**config.mk**
```make
export PLATFORM = sky130hd
export DESIGN_NAME = axis_tx_pkt_arbiter
export DESIGN_NICKNAME = d
export VERILOG_FILES = /design/src/rtl/axis_tx_pkt_arbiter.sv
export SDC_FILE = /design/constraint.sdc
export NUM_CORES = 1
export LEC_CHECK = 0
export ABC_AREA = 1
export CAP_MARGIN = 20
export CORE_AREA = 3 3 697 699
export DETAILED_ROUTE_END_ITERATION = 7
export DIE_AREA = 0 0 700 702
export PLACE_DENSITY = 0.3
export SYNTH_ARGS = -nofsm -noshare
export SYNTH_HDL_FRONTEND = slang
export SYNTH_SLANG_ARGS = --single-unit
export TNS_END_PERCENT = 10
```
**constraint.sdc**
```tcl
create_clock -name CLK -period 2.7 [get_ports CLK]
set_input_delay 0.405 -clock CLK [delete_from_list [all_inputs] [get_ports CLK]]
set_output_delay 0.405 -clock CLK [all_outputs]
set_load 0.05 [all_outputs]
```
**src/rtl/axis_tx_pkt_arbiter.sv**
```systemverilog
`default_nettype none
// ============================================================================
//  Module   : axis_tx_pkt_arbiter
//  Summary  : Packet-granular 2:1 AXI-Stream arbiter for the CMAC TX path.
//             Round-robin grant on packet boundaries, lock until tlast,
//             per-source completed-packet counters.
//  Options  : AXIS_TX_ARB_OUT_REG_EN - 2-entry skid register on m_axis_*,
//             source tready decoupled from m_axis_tready.
//  Revision : 1.0 - initial release
// ============================================================================
module axis_tx_pkt_arbiter #(
    parameter int DATA_WIDTH = 512,
    parameter int KEEP_WIDTH = 64,
    parameter int USER_WIDTH = 1
) (
    input  logic                  CLK,
    input  logic                  RST_N,

    input  logic                  s0_axis_tvalid,
    output logic                  s0_axis_tready,
    input  logic                  s0_axis_tlast,
    input  logic [DATA_WIDTH-1:0] s0_axis_tdata,
    input  logic [KEEP_WIDTH-1:0] s0_axis_tkeep,
    input  logic [USER_WIDTH-1:0] s0_axis_tuser,

    input  logic                  s1_axis_tvalid,
    output logic                  s1_axis_tready,
    input  logic                  s1_axis_tlast,
    input  logic [DATA_WIDTH-1:0] s1_axis_tdata,
    input  logic [KEEP_WIDTH-1:0] s1_axis_tkeep,
    input  logic [USER_WIDTH-1:0] s1_axis_tuser,

    output logic                  m_axis_tvalid,
    input  logic                  m_axis_tready,
    output logic                  m_axis_tlast,
    output logic [DATA_WIDTH-1:0] m_axis_tdata,
    output logic [KEEP_WIDTH-1:0] m_axis_tkeep,
    output logic [USER_WIDTH-1:0] m_axis_tuser,

    input  logic [1:0]            src_en,
    output logic                  grant_valid,
    output logic                  grant_idx,
    output logic [31:0]           pkt_cnt0,
    output logic [31:0]           pkt_cnt1
);

    typedef enum logic [1:0] {
        ST_IDLE  = 2'd0,
        ST_LOCK0 = 2'd1,
        ST_LOCK1 = 2'd2
    } state_t;

    state_t                r_state;
    logic                  r_rr_last;
    logic                  r_grant_valid;
    logic                  r_grant_idx;
    logic [31:0]           r_pkt_cnt0;
    logic [31:0]           r_pkt_cnt1;
    logic                  r_run;

    logic                  w_cand0;
    logic                  w_cand1;
    logic                  w_act;
    logic                  w_sel;
    logic                  w_sel_valid;
    logic                  w_sel_last;
    logic [DATA_WIDTH-1:0] w_sel_data;
    logic [KEEP_WIDTH-1:0] w_sel_keep;
    logic [USER_WIDTH-1:0] w_sel_user;
    logic                  w_up_ready;
    logic                  w_up_xfer;

    // Run flag: keeps every combinational output quiet while reset is held,
    // since the grant itself is a function of live source inputs.
    always_ff @(posedge CLK or negedge RST_N) begin
        if (!RST_N) begin
            r_run <= 1'b0;
        end else begin
            r_run <= 1'b1;
        end
    end

    // Grant selection: locked source, or round-robin among enabled candidates.
    always_comb begin
        w_cand0 = s0_axis_tvalid & src_en[0];
        w_cand1 = s1_axis_tvalid & src_en[1];
        w_act   = 1'b0;
        w_sel   = 1'b0;
        case (r_state)
            ST_LOCK0: begin
                w_act = 1'b1;
                w_sel = 1'b0;
            end
            ST_LOCK1: begin
                w_act = 1'b1;
                w_sel = 1'b1;
            end
            default: begin
                w_act = w_cand0 | w_cand1;
                w_sel = (w_cand0 & w_cand1) ? ~r_rr_last : w_cand1;
            end
        endcase
        w_act = w_act & r_run;
    end

    // Payload mux of the granted source; all zero when nothing is granted.
    always_comb begin
        w_sel_valid = 1'b0;
        w_sel_last  = 1'b0;
        w_sel_data  = '0;
        w_sel_keep  = '0;
        w_sel_user  = '0;
        if (w_act) begin
            if (w_sel) begin
                w_sel_valid = s1_axis_tvalid;
                w_sel_last  = s1_axis_tlast;
                w_sel_data  = s1_axis_tdata;
                w_sel_keep  = s1_axis_tkeep;
                w_sel_user  = s1_axis_tuser;
            end else begin
                w_sel_valid = s0_axis_tvalid;
                w_sel_last  = s0_axis_tlast;
                w_sel_data  = s0_axis_tdata;
                w_sel_keep  = s0_axis_tkeep;
                w_sel_user  = s0_axis_tuser;
            end
        end
    end

    assign w_up_xfer      = w_sel_valid & w_up_ready;
    assign s0_axis_tready = w_act & ~w_sel & w_up_ready;
    assign s1_axis_tready = w_act &  w_sel & w_up_ready;

`ifdef AXIS_TX_ARB_OUT_REG_EN
    localparam int PW = DATA_WIDTH + KEEP_WIDTH + USER_WIDTH + 1;

    logic [PW-1:0] r_buf [0:1];
    logic          r_wptr;
    logic          r_rptr;
    logic [1:0]    r_count;
    logic [PW-1:0] w_beat;
    logic          w_pop;

    assign w_beat     = {w_sel_last, w_sel_user, w_sel_keep, w_sel_data};
    // Space check depends only on occupancy, never on m_axis_tready.
    assign w_up_ready = (r_count != 2'd2);
    assign w_pop      = (r_count != 2'd0) & m_axis_tready;

    // Two-entry skid FIFO between the mux and the output port.
    always_ff @(posedge CLK or negedge RST_N) begin
        if (!RST_N) begin
            r_buf[0] <= '0;
            r_buf[1] <= '0;
            r_wptr   <= 1'b0;
            r_rptr   <= 1'b0;
            r_count  <= 2'd0;
        end else begin
            if (w_up_xfer) begin
                r_buf[r_wptr] <= w_beat;
                r_wptr        <= ~r_wptr;
            end
            if (w_pop) begin
                r_rptr <= ~r_rptr;
            end
            case ({w_up_xfer, w_pop})
                2'b10:   r_count <= r_count + 2'd1;
                2'b01:   r_count <= r_count - 2'd1;
                default: r_count <= r_count;
            endcase
        end
    end

    assign m_axis_tvalid = (r_count != 2'd0);
    assign {m_axis_tlast, m_axis_tuser, m_axis_tkeep, m_axis_tdata} = r_buf[r_rptr];
`else
    assign w_up_ready    = m_axis_tready;
    assign m_axis_tvalid = w_sel_valid;
    assign m_axis_tlast  = w_sel_last;
    assign m_axis_tdata  = w_sel_data;
    assign m_axis_tkeep  = w_sel_keep;
    assign m_axis_tuser  = w_sel_user;
`endif

    // Packet lock FSM, round-robin pointer, grant status and packet counters.
    always_ff @(posedge CLK or negedge RST_N) begin
        if (!RST_N) begin
            r_state       <= ST_IDLE;
            r_rr_last     <= 1'b1;
            r_grant_valid <= 1'b0;
            r_grant_idx   <= 1'b0;
            r_pkt_cnt0    <= 32'd0;
            r_pkt_cnt1    <= 32'd0;
        end else if (w_up_xfer) begin
            if (w_sel_last) begin
                // End of packet (also covers 1-beat packets taken from IDLE).
                r_state       <= ST_IDLE;
                r_grant_valid <= 1'b0;
                r_rr_last     <= w_sel;
                if (w_sel) begin
                    r_pkt_cnt1 <= r_pkt_cnt1 + 32'd1;
                end else begin
                    r_pkt_cnt0 <= r_pkt_cnt0 + 32'd1;
                end
            end else if (r_state == ST_IDLE) begin
                r_state       <= w_sel ? ST_LOCK1 : ST_LOCK0;
                r_grant_valid <= 1'b1;
                r_grant_idx   <= w_sel;
            end
        end
    end

    assign grant_valid = r_grant_valid;
    assign grant_idx   = r_grant_idx;
    assign pkt_cnt0    = r_pkt_cnt0;
    assign pkt_cnt1    = r_pkt_cnt1;

endmodule
`default_nettype wire

```
Word-level counts from Yosys, hierarchy flattened
Cells that the tools add are included.

Bits of input ports: 1163. Register bits: 70. Output and inout bits: 647. Logic and storage cells: 50.

Add/subtract/negate cells: 2. Bitwise operators: 13. Mux-type cells: 18. Reduce and logical (&&, ||, !) cells: 8. Eq/ne operators: 2.

Operator list (number): $mux 512 (2); $mux 64 (2); $add 32x1->32 const B (2); $mux 1 (10); $and 1x1->1 (9); $reduce_and 3->1 (3); $mux 2 (3); $reduce_and 2->1 (2); $not 1->1 (3); $eq 2x1->1 const B (1); $eq 2x2->1 const B (1); $logic_not 2->1 (1); $pmux 1 s2 (1); $reduce_bool 2->1 (1); $reduce_or 2->1 (1); $or 1x1->1 (1).

Logic depth before layout (Yosys ltp)
Depth in word-level cells: 8. Mapped depth: 13. Depth with buffers taken out: 12.

Worst setup path after synthesis
Ideal clock, no wire load.

Path type: register -> output. Start point: register r_state[0]. End point: output port s1_axis_tready. Path buffers: 1. Arrival time: 2460 ps. Required time: 2295 ps. Path slack: -165 ps. Cell stages (with the launch flop): 9. Cells stage by stage: dfrtp_1 > inv_1 > ha_1 > nor2_2 > nand2_2 > nand2_2 > clkinv_1 > clkbuf_1 > nor3_1.

Cells in the longest elaborated chain, start to end: 6. Elaborated cells between the ends (all ways): 8. Classes of those cells: eq/ne: 2; mux: 2; bitwise: 3; reduce/logical: 1.

Ends and longest elaborated chain: start: declaration (line 53) `state_t r_state;`; start signal: assignment (line 205) `r_state <= w_sel ? ST_LOCK1 : ST_LOCK0;`; $eq 2x2->1 / $eq 2x1->1 (equally long branches) (line 89) `case (r_state)`; $reduce_or 2->1 (no line); $mux 1 (line 89); $and 1x1->1 (line 103) `w_act = w_act & r_run;`; $and 1x1->1 (*) (2 in a row) (line 132) `assign s1_axis_tready = w_act & w_sel & w_up_ready;`; end: declaration (line 27) `output logic s1_axis_tready,`.

Mark *: on every way between the ends. The rest lies on a longest branch, timed or not.

Worst setup path after layout
Start point: register r_state[0]. End point: output port m_axis_tdata[290].

Cells in the longest elaborated chain, start to end: 5. Elaborated cells between the ends (all ways): 8. Classes of those cells: eq/ne: 2; mux: 4; bitwise: 1; reduce/logical: 1.

Ends and longest elaborated chain: $eq 2x2->1 / $eq 2x1->1 (equally long branches) (line 89); $reduce_or 2->1 (no line); $mux 1 (line 89); $and 1x1->1 (line 103); $mux 512 (*) (line 113) `if (w_act) begin`; end: declaration (line 36) `output logic [DATA_WIDTH-1:0] m_axis_tdata,`.

Marks and branches as above.

==> flow_summary.toml <==
[outcome]
outcome = "finished, violations left"
violations = "setup timing"

[setup_path]
cp_max_fo = 34
critPathCaptureType = "output pin"
critical_path_required_ns = 2.30
crit_chain = "inv_2 > ha_4 > nand3b_1 > nand2_4 > nor2_4 > buf_12 > buf_12 > buf_16 > nand2_1 > nand2_2 > buf_12"
start_kind = "flip-flop"
crit_slowest_cell = "dfrtp_1"
worst_path_most_repeated_cell = "buf_12"
critPathMaxStageDelay_ns = 0.36
path_class = "reg -> out"
cp.arrival_ns = 2.88

[synth]
syn_inst = 2607
yosysUniqueCellTypes = 27
ys_seq_area_frac = 0.138
synthesis.area_um2 = 12700
synth_nets = 3774
synth_seq_cells = 70
synth.avg_cell_area_um2 = 4.86
yosys_warnings = 0

[sta]
drv_slew = 0
fmax_mhz = 305
fin_crit_ns = 3.28
min_period_over_period = 1.22
setup_ws_ns = -0.583
setup_viol = 581
relSlewSlack = 0.582
worst_slew_pin_slew_ns = 0.625
fin_skew_ns = 0.0190
hold_viol = 0
setup_tns_ns = -234.64
rsz0062_at_grt = "yes"

[route]
drt_wl_total_um = 400000
ant_nets = 0
drt_iter0_drc = 2440
drc_errors = 0
wl_per_cell_um = 36.2
firstDrtPassIters = 5
drt-vias-per-instance = 2.63
routed-via-count = 29100

[floorplanning]
initial_core_util = 0.0265
die_x_um = 700
ioPinCount = 1810
fp-row-count = 254
dieArea_um2 = 491000
core-area_um2 = 479000
die_h_um = 702

[clocking]
root_buffer = "clkbuf_16"
clk_latency_ns = 0.41
h-tree-depth = 3
cts_tree = "built"
cts_buffer_depth = 2
numCtsBuffers = 9
clock_sinks = 70
clk_pin_slew_ns = 0.07

[global_route]
grt_util_met2 = 0.250
overflow = 0
globalRouteMet3Util = 0.0814
grt.busiest_layer = "met2"
grt_pass1_vias = 27200
use_met1 = 0.178
antenna_found_initial = 467
grt_max_degree = 58
grt_use_total = 0.155
grt_pass1_wl_um = 458000

[power]
ir_drop_mv = 0.354
seqPwrFrac = 0.031
p_total_w = 0.0414
powerDensity_nw_per_um2 = 825
p_leak_nw = 19.4
intPower_w = 0.0176
pwr-share-clk = 0.036
swShare = 0.574
netSwitchingPower_w = 0.0238
combPwrFrac = 0.933

[placed_design]
io_buffers = 1809
dp_slack_ns = -1.07
placed_cell_area_um2 = 46000
post-dp-hpwl_um = 373000
routabilityCongestion = 1.01

[final_layout]
final_area_um2 = 50200
multiInputGateArea_um2 = 11700
seqCellArea_um2 = 1750
fin_nets = 5712
drive_above_1_share = 0.272
fillers = 56000
area_growth_pct = 296

[hold_path]
hp-class = "reg -> reg"

[job]
cap_violations = 0
==> flip-flops by register name (all words and copies together), names as in the netlist <==
| signal | flops |
|---|---|
| r_state | 2 |
| pkt_cnt1 | 32 |
| pkt_cnt0 | 32 |
| r_run | 1 |
| grant_valid | 1 |
| r_rr_last | 1 |
| grant_idx | 1 |
==> cell families after synthesis <==
family                   count (synthesis)  synth area share
adder cells (fa/ha/maj)                  4           0.00395
AND/OR/NAND/NOR                       2215             0.727
XOR/XNOR                                41            0.0283
AO/OA/AOI/OAI                           16           0.00651
flip-flops                              70             0.138
buffers and inverters                  260            0.0957
other                                    1          0.000296
==> synth_stat cells <==
master | number | share of area
clkinv_1 | 1 | 0.00030
buf_4 | 7 | 0.0041
nand3_1 | 632 | 0.25
nor2_4 | 2 | 0.0018
buf_6 | 2 | 0.0018
nor2_2 | 2 | 0.00099
clkbuf_1 | 35 | 0.010
inv_1 | 49 | 0.015
nor3_1 | 18 | 0.0071
nor2_1 | 84 | 0.025
nand3_2 | 2 | 0.0016
inv_2 | 2 | 0.00059
buf_1 | 7 | 0.0021
nand2_1 | 1457 | 0.43
nand4_1 | 7 | 0.0035
ha_1 | 4 | 0.0039
xnor2_1 | 18 | 0.012
nand3b_1 | 8 | 0.0047
xor2_1 | 23 | 0.016
dfstp_2 | 1 | 0.0021
o21ai_1 | 2 | 0.00079
conb_1 | 1 | 0.00030
a21boi_0 | 1 | 0.00059
o21ai_0 | 13 | 0.0051
nand2_2 | 3 | 0.0015
dfrtp_1 | 69 | 0.14
buf_2 | 157 | 0.062
==> power by group through the flow <==
stage | clock network (W) | logic [W] | registers [W]
floorplan | 0 | 0.0137 | 0.00154
global placement | 0 | 0.0360 | 0.00131
detailed placement | 0 | 0.0358 | 0.00131
CTS | 0.00158 | 0.0384 | 0.00129
global route | 0.00158 | 0.0402 | 0.00130
finish | 0.00148 | 0.0387 | 0.00129
==> metal layers <==
metal  vias to the layer above  wire (µm)
li1                      12300          -
met1                     13700     158000
met2                      2031     180000
met3                       778      47100
met4                       190      13800
met5                         -       1260
==> cell type report <==
type	instances	share of cell area
Timing Repair Buffer	2135	0.557
Multi-Input combinational cell	2277	0.233
Tap cell	6400	0.159
Sequential cell	70	0.0349
Antenna cell	98	0.00488
Clock buffer	10	0.00476
Inverter	52	0.00403
Clock inverter	5	0.00164
==> stage by stage <==
stage	hold slack, ns	util	std cells
6_report	0.481	0.105	11000
3_3_place_gp	0.429	0.0960	10900
4_1_cts	0.485	0.102	10900
5_1_grt	0.534	0.105	11000
2_1_floorplan	0.109	-	2607
3_5_place_dp	0.428	0.0960	10900
==> path summary, 6_finish.rpt <==
check | from | to | slack (ns) | depth (start not counted)
max | r_state[0] | m_axis_tdata[290] | -0.58 | 11
min | r_rr_last | r_rr_last | 0.48 | 2
max reg2reg | r_state[0] | r_state[1] | 0.08 | 13
min reg2reg | r_rr_last | r_rr_last | 0.48 | 2
max in group asynchronous | RST_N | r_rr_last | 1.46 | 3
min in group asynchronous | RST_N | pkt_cnt0[28] | 0.52 | 2
==> what timing repair did <==
item / CTS / global route
hold buffers: 1 / 0
gates cloned: 12 / 13
endpoints found under the setup margin: 648 / 616
buffers inserted: 37 / 24
resized for setup: 423 / 184
pin swaps: 41 / 35
endpoints found under the hold margin: 32 / 0
==> placed cells by master (no fill, tap or decap), drive strengths merged <==
master and instances:
a21boi 1, buf 901, bufbuf 1, bufinv 2
clkbuf 22, clkdlybuf4s50 1220, clkinv 3, conb 1
dfrtp 69, dfstp 1, diode 98, dlygate4sd3 1
ha 4, inv 52, nand2 1460, nand3 634
nand3b 8, nand4 7, nor2 88, nor3 18
o21ai 15, xnor2 18, xor2 23
==> critical path: cells and delay by family (launching register included) <==
kind | cells | cell delay (ns)
buffers and inverters | 5 | 0.82
AND/OR/NAND/NOR | 5 | 0.75
flip-flops | 1 | 0.36
adder cells (fa/ha/maj) | 1 | 0.29
(Power assumes the default switching activity.)
==> RTL change 1 (config.mk and constraints unchanged) <==
Put one more register stage on the output `pkt_cnt0`, without a reset. The value now appears one clock later. The other outputs are not delayed to match.
--- a/src/rtl/axis_tx_pkt_arbiter.sv
+++ b/src/rtl/axis_tx_pkt_arbiter.sv
@@ -212,5 +212,7 @@
     assign grant_valid = r_grant_valid;
     assign grant_idx   = r_grant_idx;
-    assign pkt_cnt0    = r_pkt_cnt0;
+    always_ff @(posedge CLK) begin
+        pkt_cnt0 <= r_pkt_cnt0;
+    end
     assign pkt_cnt1    = r_pkt_cnt1;
 
Function: changed (a bounded check fails within 4 cycles, from zero or initial values and one cycle with RST_N low).
==> RTL change 1 against the unedited design <==
  * The run still ends with setup timing left
  * Sequential cell count increased by 32
  * Sequential power grew 37%
  * Utilization up 0.24 points
  * Synthesized area grew 4.9%
  * Combinational power is 2% higher
  * Total power up 2.9%
  * Setup slack better by 78 ps
  * Routed wire length rose by 10%
  * Cell area is 2.3% higher
  * Non-clock buffer count is 1 higher
  * Fmax up 2.4%
==> RTL change 1: results (changes against the unedited design) <==
* Crit path arrival time at 2800 ps (-80 ps)
* Fin Clk Skew at 17.9 ps (-1.14 ps)
* Nets at 5742 (+0.53%)
* Drt via density at 2.61 (-0.76%)
* Post-Synth Adder-Cell Area at 0.376% (-0.018 points)
* Share of layout cells above drive strength 1 at 29.3% (+2.1 points)
* Async SR Flop Fraction at 68.6% (-31 points)
* Pin count of the biggest net entering global routing at 52 (-10%)
* Netlist cell types at 30 (+11%)
* GRT Overall Usage at 17.1% (+1.6 points)
* Gates resized, CTS repair at 360 (-15%)
* Place WS at -1200 ps (-130 ps)
* Seq/Total Area, Yosys at 18.0% (+4.2 points)
* WL met2 at 209000 um (+16%)
* VDD IR max at 369 uV (+4.0%)
* CP max FO at 8 (-76%)
* Routability cong. at 0.963 (-5.1%)
* Post-synth top cells: nand2_1 (1454), nand3_1 (630), buf_2 (145), nor2_1 (93), dfrtp_1 (69)
* Placed cell areas at 0.0466 mm2 (+1.2%)
* # setup viols final at 581 (unchanged)
* Met1 wire length at 154000 um (-2.7%)
* Violated checks: setup timing
* Clock transition at path regs at 90 ps (+20 ps)
* GRT met1 Usage at 17.5% (-0.26 points)
* DP HPWL at 409000 um (+9.7%)
* Fin Setup TNS at -207480 ps (+27160 ps)
* Worst setup endpoint: m_axis_tdata[351]
* Met3 Track Usage GR at 10.3% (+2.2 points)
* Synth Area in Compound Gates at 0.546% (-0.11 points)
* Placed cells at 10.9k (+0.18%)
* Post-Syn Nets at 3802 (+0.74%)
* Min setup slack post-route at -505 ps (+77.8 ps)
* Worst-Margin Slew at 948 ps (+323 ps)
* Hold_ws at 16.2 ps (-465 ps)
* Initial drt markers at 2084 (-15%)
* Outcome: complete, but fails checks
* WL/cell at 39.3 um (+8.4%)
* R2R Path End: r_pkt_cnt0[21]
* Leakage at 19.6 nW (+1.2%)
* Avg Cell Area, Syn at 5.05 um2 (+3.8%)
* Worst reg2reg path depth at 17 (+4)
* Met2 Usage GRT at 29.3% (+4.3 points)
* Final wirelength at 441000 um (+10%)
* Top post-synthesis cells by area: nand2_1 (41%), nand3_1 (24%), dfrtp_1 (13%)
* Vias in the first global route at 27.6k (+1.4%)
* Initial antenna violation count at 522 (+12%)
* TritonRoute pass-1 iters at 6 (+1)
* Postcts setup bufs at 55 (+49%)
* First-pass GRT wire length at 498000 um (+8.7%)
* WL met3 at 59800 um (+27%)
[RTL change 1: cell types whose count changed in the layout (fill, tap and decap cells not counted), sizes merged, moves of 3 or more]
cell | unedited run | this run
diode | 98 | 249
dfxtp | 0 | 32
nor2 | 88 | 97
nor3 | 18 | 12
buf | 901 | 906
nand4 | 7 | 3
clkinv | 3 | 6
inv | 52 | 55
xor2 | 23 | 26
[RTL change 1: cell type report]
| cell class | count | area, um2 |
|---|---|---|
| timing repair buffer | 2136 | 28300 |
| multi-input combinational | 2272 | 11600 |
| fill | 55900 | 428000 |
| clock inverter | 7 | 91.3 |
| tap | 6400 | 8010 |
| antenna | 249 | 623 |
| sequential | 102 | 2390 |
| inverter | 54 | 210 |
| clock buffer | 9 | 225 |
[RTL change 1: power by group]
part           total (mW)  internal (mW)  switching [mW]
logic                39.4           16.1            23.3
clock network        1.52          0.672           0.844
registers            1.77           1.63           0.135
total                42.7           18.4            24.2
==> RTL change 2 (same flow settings) <==
Made on the original files. The parameter `KEEP_WIDTH` goes from 64 to 96.
--- a/src/rtl/axis_tx_pkt_arbiter.sv
+++ b/src/rtl/axis_tx_pkt_arbiter.sv
@@ -11,5 +11,5 @@
 module axis_tx_pkt_arbiter #(
     parameter int DATA_WIDTH = 512,
-    parameter int KEEP_WIDTH = 64,
+    parameter int KEEP_WIDTH = 96,
     parameter int USER_WIDTH = 1
 ) (
Ports: changed (resized m_axis_tkeep, s0_axis_tkeep and s1_axis_tkeep); port bits go from 1810 to 1906. The function was not compared with the original's and may differ.
==> RTL change 2 against the unedited design <==
  * The flow still finishes with violations (setup timing)
  * Critical path type unchanged
  * Routed wire length increased by 9.4%
  * Die area is the same
  * Sequential cell count stayed put
  * Total power increased by 9.5%
  * Cell count up 2.9%
  * Synthesized area up 3.7%
  * Fmax is 1.9% lower
  * Largest power group unchanged
  * Cell area grew 7.0%
  * Clock power is 20% lower
  * Largest cell class unchanged
  * Setup slack worse by 65 ps
  * First-iteration DRC count rose by 15%
  * Hold slack worse by 420 ps
  * Combinational power rose by 11%
==> RTL change 2: results (changes against the unedited design) <==
* Post-Syn Nets at 3944 (+4.5%)
* Main synth FF type: dfrtp_1
* CP peak stage delay at 360 ps (about the same)
* Top Family by Delay on Critical Path: simple AND/OR/NAND/NOR gates
* Post-synth top cells: nand2_1 (1521), nand3_1 (664), buf_2 (132), nor2_1 (84), dfrtp_1 (69)
* Top post-synthesis cells by area: nand2_1 (43%), nand3_1 (25%), dfrtp_1 (13%)
* Initial drt markers at 2805 (+15%)
* Psw at 26.5 mW (+11%)
* Final wirelength at 437000 um (+9.4%)
* H-tree depth at 3 (unchanged)
* Netlist cell types at 30 (+11%)
* Leakage at 20.8 nW (+7.3%)
* Mapped Cells at 2713 (+4.1%)
* TritonRoute pass-1 iters at 5 (unchanged)
* Clock transition at path regs at 70 ps (about the same)
* Slew HR at 51.8% (-6.4 points)
* GRT Overall Usage at 16.9% (+1.5 points)
* Routability cong. at 1.04 (+2.2%)
* Min setup slack post-route at -647 ps (-64.8 ps)
* Crit path arrival time at 2940 ps (+60 ps)
* CP max FO at 14 (-59%)
* # setup viols final at 672 (+16%)
* Async SR Flop Fraction at 100% (unchanged)
* Share of layout cells above drive strength 1 at 33.0% (+5.8 points)
* Port bufs at 1905 (+5.3%)
* Place WS at -1360 ps (-297 ps)
* Hold Path Class: in -> async
* Seq/Total Area, Yosys at 13.3% (-0.49 points)
* CTS buffer count at 9 (unchanged)
* Pin count of the biggest net entering global routing at 44 (-24%)
* WL/cell at 38.5 um (+6.3%)
* First-pass GRT wire length at 501000 um (+9.2%)
* Reg2Reg Setup Slack at -280 ps (-360 ps)
* Gates resized, CTS repair at 371 (-12%)
* Violated checks: setup timing
* Fin. Hold Viols at 0 (unchanged)
* Clk_lat worst skew at 370 ps (-40 ps)
* VDD IR max at 307 uV (-13%)
* Hold_ws at 57.7 ps (-423 ps)
* Max clock buf depth at 2 (unchanged)
* DP HPWL at 405000 um (+8.6%)
* Postcts setup bufs at 18 (-51%)
* Crit path max-delay cell type: dfrtp_1
* Outcome: complete, but fails checks
* Via count at 30.6k (+5.2%)
* Root buf cell: clkbuf_16
* Vias in the first global route at 28.5k (+4.7%)
* Initial antenna violation count at 411 (-12%)
* Fin Clk Skew at 8.99 ps (-10.0 ps)
* Syn. warnings at 0 (unchanged)
* Nets at 6053 (+6.0%)
[RTL change 2: cell count changes after synthesis, moves of 2 or more]
cell      before   now
clkbuf_1      35    64
o21ai_1        2    11
nand3_1      632   664
o21ai_0       13     4
buf_1          7    10
buf_6          2     5
nand2_1     1457  1521
nor2_8         0     2
buf_2        157   132
[RTL change 2: logic make-up after synthesis]
group                    count (synthesis)  share of synthesized area, %
flip-flops                              70                          13.3
buffers and inverters                  270                          9.46
other                                    1                        0.0285
AND/OR/NAND/NOR                       2311                          73.4
AO/OA/AOI/OAI                           16                         0.628
adder cells (fa/ha/maj)                  4                         0.381
XOR/XNOR                                41                          2.73
[RTL change 2: area by class of cell]
| type | instances | area (um2) |
|---|---|---|
| fill | 55600 | 426000 |
| timing repair buffer | 2314 | 30500 |
| multi-input combinational | 2373 | 12600 |
| tap | 6400 | 8010 |
| sequential | 70 | 1750 |
| antenna | 139 | 348 |
| clock buffer | 9 | 225 |
| inverter | 52 | 221 |
| clock inverter | 7 | 51.3 |
| timing repair inverter | 2 | 46.3 |
[RTL change 2: per-layer routing]
layer / track usage [%] / share of wire (%)
met1: 20.9 / 41
met3: 9.02 / 13
met5: 0 / 0.33
met4: 4.13 / 3.4
met2: 25.5 / 42
[RTL change 2: final timing paths]
path,startpoint,end,cells past startpoint
min in group CLK,grant_valid,grant_valid,2
max in group asynchronous,RST_N,r_rr_last,2
max,r_state[0],m_axis_tdata[489],11
min reg2reg,grant_valid,grant_valid,2
min,RST_N,pkt_cnt0[0],1
max reg2reg,r_state[0],r_state[1],15
[RTL change 2: stage by stage]
stage | power (mW) | utilization (%) | TNS, ps | area (um2)
6_report | 45.4 | 11.2 | -320140 | 53700
5_1_grt | 46.8 | 11.2 | -414700 | 53500
4_1_cts | 44.3 | 10.7 | -439640 | 51200
3_5_place_dp | 40.7 | 10.2 | -391030 | 48900
3_3_place_gp | 40.9 | 10.2 | -407530 | 48900
2_1_floorplan | 15.9 | - | -129 | 13100
[RTL change 2: power by group through the flow]
stage | registers [mW] | clock network (mW) | logic (mW)
finish | 1.27 | 1.19 | 42.9
global route | 1.29 | 1.29 | 44.2
CTS | 1.27 | 1.26 | 41.7
detailed placement | 1.29 | 0 | 39.4
global placement | 1.29 | 0 | 39.6
floorplan | 1.54 | 0 | 14.4
[RTL change 2: worst register-to-register path, cell delays in order, from the launching register on]
cell and delay (ps):
dfrtp_1 380, inv_2 80, ha_4 220, nand3b_1 350, nand2_8 220, buf_12 190, clkinv_16 180, buf_8 270
buf_4 150, nand3_2 90, buf_4 140, buf_4 130, nand2_1 120, nand3_1 240, nand2_1 80, nand2_1 70
